`src/rtl/frame_config_writer.sv`:
```
// Bitstream word consumer for frame-configured tiles: hunts for a sync word, decodes
// frame headers, assembles one frame of row words and fires a one-hot frame strobe.
module frame_config_writer #(
    parameter int          NumRows         = 4,
    parameter int          NumCols         = 4,
    parameter int          MaxFramesPerCol = 20,
    parameter logic [31:0] SyncWord        = 32'hFAB0_FAB1
) (
    input  logic                               UserCLK,
    input  logic                               SR,
    input  logic [31:0]                        WordData,
    input  logic                               WordValid,
    output logic                               WordReady,
    output logic [NumRows*32-1:0]              FrameData,
    output logic [NumCols*MaxFramesPerCol-1:0] FrameStrobe,
    output logic                               Synced,
    output logic                               ConfigError,
    output logic [15:0]                        FramesWritten
);

    localparam int              CntW     = (NumRows > 1) ? $clog2(NumRows) : 1;
    localparam int              StrobeW  = NumCols * MaxFramesPerCol;
    localparam logic [CntW-1:0] LastWord = CntW'(NumRows - 1);

    typedef enum logic [1:0] {
        ST_HUNT,
        ST_HEADER,
        ST_DATA,
        ST_STROBE
    } state_t;

    state_t               r_state;
    state_t               w_state_next;

    logic                 w_accept;
    logic                 w_is_sync;
    logic                 w_is_desync;
    logic                 w_hdr_bad;
    logic                 w_hdr_load;
    logic                 w_last_word;

    logic [7:0]           r_col;
    logic [7:0]           r_frame;
    logic [CntW-1:0]      r_word_cnt;
    logic                 r_skip;
    logic                 r_synced;
    logic                 r_config_error;
    logic [15:0]          r_frames_written;
    logic [StrobeW-1:0]   r_strobe;
    logic [StrobeW-1:0]   w_strobe_onehot;
    logic [31:0]          r_row [NumRows];

    // Word classification; only meaningful in the state that consumes the word.
    assign w_is_sync   = (WordData == SyncWord);
    assign w_is_desync = WordData[31];
    assign w_hdr_bad   = (32'(WordData[23:16]) >= 32'(NumCols)) ||
                         (32'(WordData[7:0])   >= 32'(MaxFramesPerCol));
    assign w_hdr_load  = w_accept && (r_state == ST_HEADER) && !w_is_sync && !w_is_desync;
    assign w_last_word = (r_word_cnt == LastWord);

    // State register
    always_ff @(posedge UserCLK) begin
        if (SR) begin
            r_state <= ST_HUNT;
        end else begin
            r_state <= w_state_next;
        end
    end

    // Next-state logic
    always_comb begin
        w_state_next = r_state;
        case (r_state)
            ST_HUNT: begin
                if (w_accept && w_is_sync) begin
                    w_state_next = ST_HEADER;
                end
            end
            ST_HEADER: begin
                if (w_accept && !w_is_sync) begin
                    w_state_next = w_is_desync ? ST_HUNT : ST_DATA;
                end
            end
            ST_DATA: begin
                if (w_accept && w_last_word) begin
                    w_state_next = r_skip ? ST_HEADER : ST_STROBE;
                end
            end
            ST_STROBE: begin
                w_state_next = ST_HEADER;
            end
            default: begin
                w_state_next = ST_HUNT;
            end
        endcase
    end

    // Output decode: ready is combinational from state and reads high while in reset.
    always_comb begin
        WordReady = SR || (r_state != ST_STROBE);
        w_accept  = WordValid && WordReady && !SR;
    end

    // Header latch, word counter, skip flag and sticky error
    always_ff @(posedge UserCLK) begin
        if (SR) begin
            r_col          <= '0;
            r_frame        <= '0;
            r_word_cnt     <= '0;
            r_skip         <= 1'b0;
            r_config_error <= 1'b0;
        end else if (w_hdr_load) begin
            r_col      <= WordData[23:16];
            r_frame    <= WordData[7:0];
            r_word_cnt <= '0;
            r_skip     <= w_hdr_bad;
            if (w_hdr_bad) begin
                r_config_error <= 1'b1;
            end
        end else if (w_accept && (r_state == ST_DATA)) begin
            r_word_cnt <= w_last_word ? '0 : r_word_cnt + 1'b1;
        end
    end

    // Registered status outputs and the frame counter
    always_ff @(posedge UserCLK) begin
        if (SR) begin
            r_synced         <= 1'b0;
            r_frames_written <= '0;
            r_strobe         <= '0;
        end else begin
            r_synced <= (w_state_next != ST_HUNT);
            r_strobe <= (w_state_next == ST_STROBE) ? w_strobe_onehot : '0;
            if (r_state == ST_STROBE) begin
                r_frames_written <= r_frames_written + 16'd1;
            end
        end
    end

    // One-hot decode of the latched column/frame address
    generate
        for (genvar gc = 0; gc < NumCols; gc++) begin : g_col
            for (genvar gf = 0; gf < MaxFramesPerCol; gf++) begin : g_frame
                assign w_strobe_onehot[gc*MaxFramesPerCol + gf] =
                    (r_col == 8'(gc)) && (r_frame == 8'(gf));
            end
        end
    endgenerate

    // Row slots: each non-skipped data word lands in the slot given by the word counter.
    generate
        for (genvar gi = 0; gi < NumRows; gi++) begin : g_row
            always_ff @(posedge UserCLK) begin
                if (SR) begin
                    r_row[gi] <= '0;
                end else if (w_accept && (r_state == ST_DATA) && !r_skip &&
                             (r_word_cnt == CntW'(gi))) begin
                    r_row[gi] <= WordData;
                end
            end
            assign FrameData[32*gi +: 32] = r_row[gi];
        end
    endgenerate

    assign FrameStrobe   = r_strobe;
    assign Synced        = r_synced;
    assign ConfigError   = r_config_error;
    assign FramesWritten = r_frames_written;

endmodule

```
`config.mk`:
```
export PLATFORM = sky130hd
export DESIGN_NAME = frame_config_writer
export DESIGN_NICKNAME = d
export VERILOG_FILES = /design/src/rtl/frame_config_writer.sv
export SDC_FILE = /design/constraint.sdc
export NUM_CORES = 1
export LEC_CHECK = 0
export ABC_AREA = 0
export CELL_PAD_IN_SITES_DETAIL_PLACEMENT = 2
export CELL_PAD_IN_SITES_GLOBAL_PLACEMENT = 2
export CORE_MARGIN = 2
export CORE_UTILIZATION = 30
export DETAILED_ROUTE_END_ITERATION = 8
export PLACE_DENSITY = 0.77
export SYNTH_ARGS = -nofsm -noshare
export SYNTH_HDL_FRONTEND = slang
export SYNTH_SLANG_ARGS = --single-unit
```
`constraint.sdc`:
```
create_clock -name UserCLK -period 2.91 [get_ports UserCLK]
set_clock_uncertainty 0.2 [all_clocks]
set_input_delay 0.4365 -clock UserCLK [delete_from_list [all_inputs] [get_ports UserCLK]]
set_output_delay 0.4365 -clock UserCLK [all_outputs]
set_load 0.03 [all_outputs]
```
# Yosys cells after proc, flatten, opt, wreduce, memory -nomap -nowiden

Memories as Yosys holds them, arrays and structs flattened.
Index checks and enable logic that the tools add are counted.

$add $sub $neg: 2
$mul: 0
Divide/modulo/power cells: 0
Order comparisons: 2
Equal/unequal tests: 31
Shift-type cells: 0
Muxes and demuxes: 25
Bitwise operators: 5
Reductions and logical operators: 108

Operators by type and width:

| cell                                                                                | count |
|---|---|
| 32-bit two-way mux                                                                  | 4 |
| 1-bit logical AND                                                                   | 94 |
| 8-bit by 4-bit == test with 1-bit output, second input constant                     | 8 |
| 32-bit == test, second input constant                                               | 1 |
| 8-bit by 2-bit == test with 1-bit output, second input constant                     | 4 |
| 8-bit by 3-bit == test with 1-bit output, second input constant                     | 4 |
| 8-bit by 5-bit == test with 1-bit output, second input constant                     | 4 |
| 16-bit by 1-bit adder with 16-bit output, second input constant                     | 1 |
| 8-bit by 1-bit == test with 1-bit output, second input constant                     | 2 |
| 8-bit zero test                                                                     | 2 |
| 1-bit two-way mux                                                                   | 14 |
| 2-bit two-way mux                                                                   | 6 |
| 2-bit == test, second input constant                                                | 5 |
| 8-bit by 3-bit greater-or-equal comparator with 1-bit output, second input constant | 1 |
| 8-bit by 5-bit greater-or-equal comparator with 1-bit output, second input constant | 1 |
| 2-bit case mux with 4 select lines                                                  | 1 |
| 2-bit by 1-bit == test with 1-bit output, second input constant                     | 2 |
| 1-bit zero test                                                                     | 4 |
| 2-bit zero test                                                                     | 2 |
| 1-bit OR                                                                            | 4 |
| 2-bit OR reduction                                                                  | 2 |
| 2-bit by 1-bit adder with 2-bit output, second input constant                       | 1 |
| 1-bit logical OR                                                                    | 2 |
| 2-bit != test, second input constant                                                | 1 |
| 3 further kinds                                                                     | 3 |

Bits in registers: 119
Latch bits: 0
Memory bits (writable): 128
Memory bits (read-only): 0
Bits of input ports: 35
Output and inout bits: 227
Word-level logic and storage cells: 183
Memories: 1

Memories:

| name  | depth | width | read ports | clocked after memory_dff | wr ports | RTL line | source |
|---|---|---|---|---|---|---|---|
| r_row | 4     | 32    | 4          | 0                        | 4        | 51       | `logic [31:0] r_row [NumRows];` |

# Depth between registers and ports, before layout

Depth after elaboration: 11
Mapped depth: 6
Mapped depth without buffers: 5

# Least setup slack after synthesis

No wires, ideal clock.

Path kind: input to register
From: input WordValid
To: memory r_row[0][0] (enable)
Library setup time: 388 ps
Arrival time: 1,983 ps
Required time: 2,322 ps
Path slack: 339 ps
Stages on the path: 5
Path buffers: 2
Cells stage by stage: buf_2 nand4bb_2 nor2_2 clkbuf_1 a21o_1

RTL lines:

| what            | RTL line | source |
|---|---|---|
| start, declared | 12       | `input logic WordValid,` |
| end, declared   | 51       |  |

# Worst setup path in the final report

From: register r_state[1]
To: output WordReady

Word-level cells in the longest chain between the ends: 2

RTL lines:

| what                   | RTL line | source |
|---|---|---|
| start, declared        | 32       | `state_t r_state;` |
| start signal, assigned | 66       | `r_state <= w_state_next;` |
| 2-bit != test          | 100      | `WordReady = SR \|\| (r_state != ST_STROBE);` |
| 1-bit logical OR       | 100      |  |
| end, declared          | 13       | `output logic WordReady,` |

Every way passes these cells.

==> impl_metrics.yaml <==
global_routing:
  grt.total_usage_pct: 20.9
  grt_max_degree: 77
  antenna_found_initial: 2
  grt_pass1_wl_um: 48200
  grt_overflow: 0
  grt_pass1_vias: 7377
clock_tree:
  clkLatencyLatePin_ns: 0.54
  post_cts_buffers: 0
  htree_num_levels: 1
  clock_sinks: 247
  path_clk_slew_ns: 0.06
  numCtsBuffers: 28
  root_buffer: "clkbuf_16"
  cts-resized-gates: 0
  clockBufferDepth: 3
  ctsHoldBuffers: 0
  cts_tree: "built"
worst_setup_path:
  ff2ff_setup_slack_ns: 0.62
  crit_path_start: "r_state[1]"
  endpoint: "WordReady"
  worstSetupPathType: "register to output pin"
  crit_path_end_kind: "output pin"
  crit_fanout: 12
  reg2reg_depth: 6
  arrival_ns: 1.86
  r2r_end: "FrameStrobe[20]"
  reg2reg_from: "r_state[1]"
  worst_setup_path_start_kind: "register"
  cp.required_ns: 2.27
finish:
  area_growth_pct: 47.4
  layout.nets: 1025
  layout-drive-gt1-share_pct: 7.55
detailed_routing:
  route.detailed.wl_per_inst_um: 23.1
  drcViolationCount: 0
  vias: 6685
  vias_per_cell: 4.80
  firstDrtPassIters: 4
  postRouteAntennaNets: 0
  wirelength_um: 32100
  drt-initial-drc-count: 439
timing:
  period_needed_ns: 2.49
  slew_violations: 0
  finalHoldWorstSlack_ns: 0.278
  finalSetupViolCount: 0
  worst_slack_ns: 0.416
  finalSetupTns_ns: 0
  fmax_ghz: 0.401
  slew_headroom_pct: 42.5
  worstMarginPinSlew_ns: 0.862
  finalHoldViolCount: 0
  rsz0062_at_grt: "no"
  finalCritPeriodShare_pct: 85.7
floorplanning:
  fp.dieW_um: 174
  start_util_pct: 30.3
  die_y_um: 174
  io_pins: 262
  die-area_um2: 30300
  std_cell_rows: 62
  core-area_um2: 28600
yosys:
  synth_ff_type: "edfxtp_1"
  avgSynthCellArea_um2: 12.4
  ys_top_cells_by_area: "edfxtp_1 (44%), dfxtp_1 (27%), and3_1 (7.1%)"
  ys_seq_area_share_pct: 71.7
  synth_area_um2: 8680
  synth_area_leader_cell: "edfxtp_1"
  synth_nets: 742
  yosys.area.top_type_share_pct: 44.3
  postSynth.asyncResetShare_pct: 0
  synth_edf_count: 128
  syn_inst: 702
  synth-seq-cells: 247
  synthDistinctLibCells: 43
  yosys_warnings: 0
placement:
  place_congestion: 0.761
  hpwl_um: 22300
  portBuffers: 261
  place_ws_ns: 0.191
flow_run:
  max-cap-violations: 0
power_and_ir_drop:
  p_per_area_nw_per_um2: 594
  total_leakage_power_nw: 4.86
  irDropWorstVdd_mv: 0.407
  finalPower_mw: 7.60
outcome:
  status: "finished, final reports clean"
worst_hold_path:
  hold_path_class: "register to register"
==> critical path, stage by stage (launching register included) <==
cell	delay, ns
dfxtp_1	0.60
nand2_1	0.22
or2_2	0.33
buf_4	0.17
==> report_power, final <==
| part | switching (mW) | total, mW | internal [mW] |
|---|---|---|---|
| combinational | 0.297 | 0.478 | 0.181 |
| clock | 1.37 | 3.38 | 2.00 |
| sequential | 0.0282 | 3.75 | 3.72 |
==> metrics by stage <==
step | std cells | cell area (um2) | util [%]
after floorplan | 702 | 8680 | -
after global placement | 1339 | 11900 | 41.6
after detailed placement | 1339 | 11900 | 41.6
after CTS | 1390 | 12800 | 44.7
after global routing | 1392 | 12800 | 44.7
final | 1392 | 12800 | 44.7
==> worst min path at each step <==
stage	from	end	slack, ns	cells past startpoint
final	r_col[4]	r_col[4]	0.28	2
after global placement	r_col[5]	r_col[5]	0.24	2
after CTS	r_col[4]	r_col[4]	0.28	2
after floorplan	r_col[4]	r_col[4]	0.24	2
after global routing	r_col[5]	r_col[5]	0.29	2
after detailed placement	r_col[5]	r_col[5]	0.26	2
==> flip-flops by register name, indices dropped and copies added (netlist names) <==
name	flops
r_col	8
r_word_cnt	2
r_state	2
FramesWritten	16
r_frame	8
FrameStrobe	80
r_skip	1
r_row	128
Synced	1
ConfigError	1
==> layer usage <==
| metal | routed length, um | vias up | track usage (%) |
|---|---|---|---|
| li1 | - | 3034 | - |
| met1 | 12600 | 3417 | 24.1 |
| met2 | 17200 | 187 | 39.4 |
| met3 | 1510 | 47 | 3.46 |
| met4 | 882 | 0 | 6.13 |
| met5 | 0 | - | 0 |
==> kinds of logic after synthesis <==
kind of cell               count (synthesis)  share of synthesized area, %
DFF                                      247                          71.7
and+or+nand+nor                          355                          21.8
adders and majority gates                  5                         0.721
buffers and inverters                     45                          2.15
xor gates and xnor gates                   9                         0.908
muxes                                      1                         0.115
AOI/OAI and AO/OA                         40                          2.58
==> synth_stat cells, drive strengths merged, types with 2 or more instances <==
| master | instances |
|---|---|
| or3 | 2 |
| or4 | 6 |
| nand4 | 8 |
| nor2b | 4 |
| and3 | 99 |
| xnor2 | 3 |
| nand2 | 51 |
| nand3b | 3 |
| clkbuf | 30 |
| ha | 5 |
| dfxtp | 119 |
| a21o | 3 |
| inv | 3 |
| nor4bb | 2 |
| nor4 | 3 |
| nand4b | 4 |
| nand2b | 3 |
| xor2 | 6 |
| nor3 | 10 |
| o21ai | 3 |
| and4 | 2 |
| buf | 12 |
| edfxtp | 128 |
| a21oi | 28 |
| or2 | 3 |
| o31ai | 4 |
| nand3 | 13 |
| and4b | 3 |
| nor2 | 101 |
| and2 | 33 |
==> cells in the final DEF (no fill, tap or decap), types with 12 or more instances in the layout <==
cell type	instances
nor2_1	100
and3_1	99
clkbuf_16	30
edfxtp_1	128
nand3_1	12
nand2_1	51
and2_1	33
clkdlybuf4s50_1	260
dfxtp_1	119
a21oi_1	28
buf_4	31
==> final cells by class <==
cell class / count / area, um2
repair buffers: 295 / 2920
inverters: 3 / 11.3
clock buffers: 41 / 812
diodes: 2 / 5.00
fillers: 2882 / 15800
well taps: 384 / 480
clock inverters: 10 / 65.1
multi-input cells: 410 / 2280
flip-flops and latches: 247 / 6230
No activity file was read; power rests on OpenSTA's default activity.
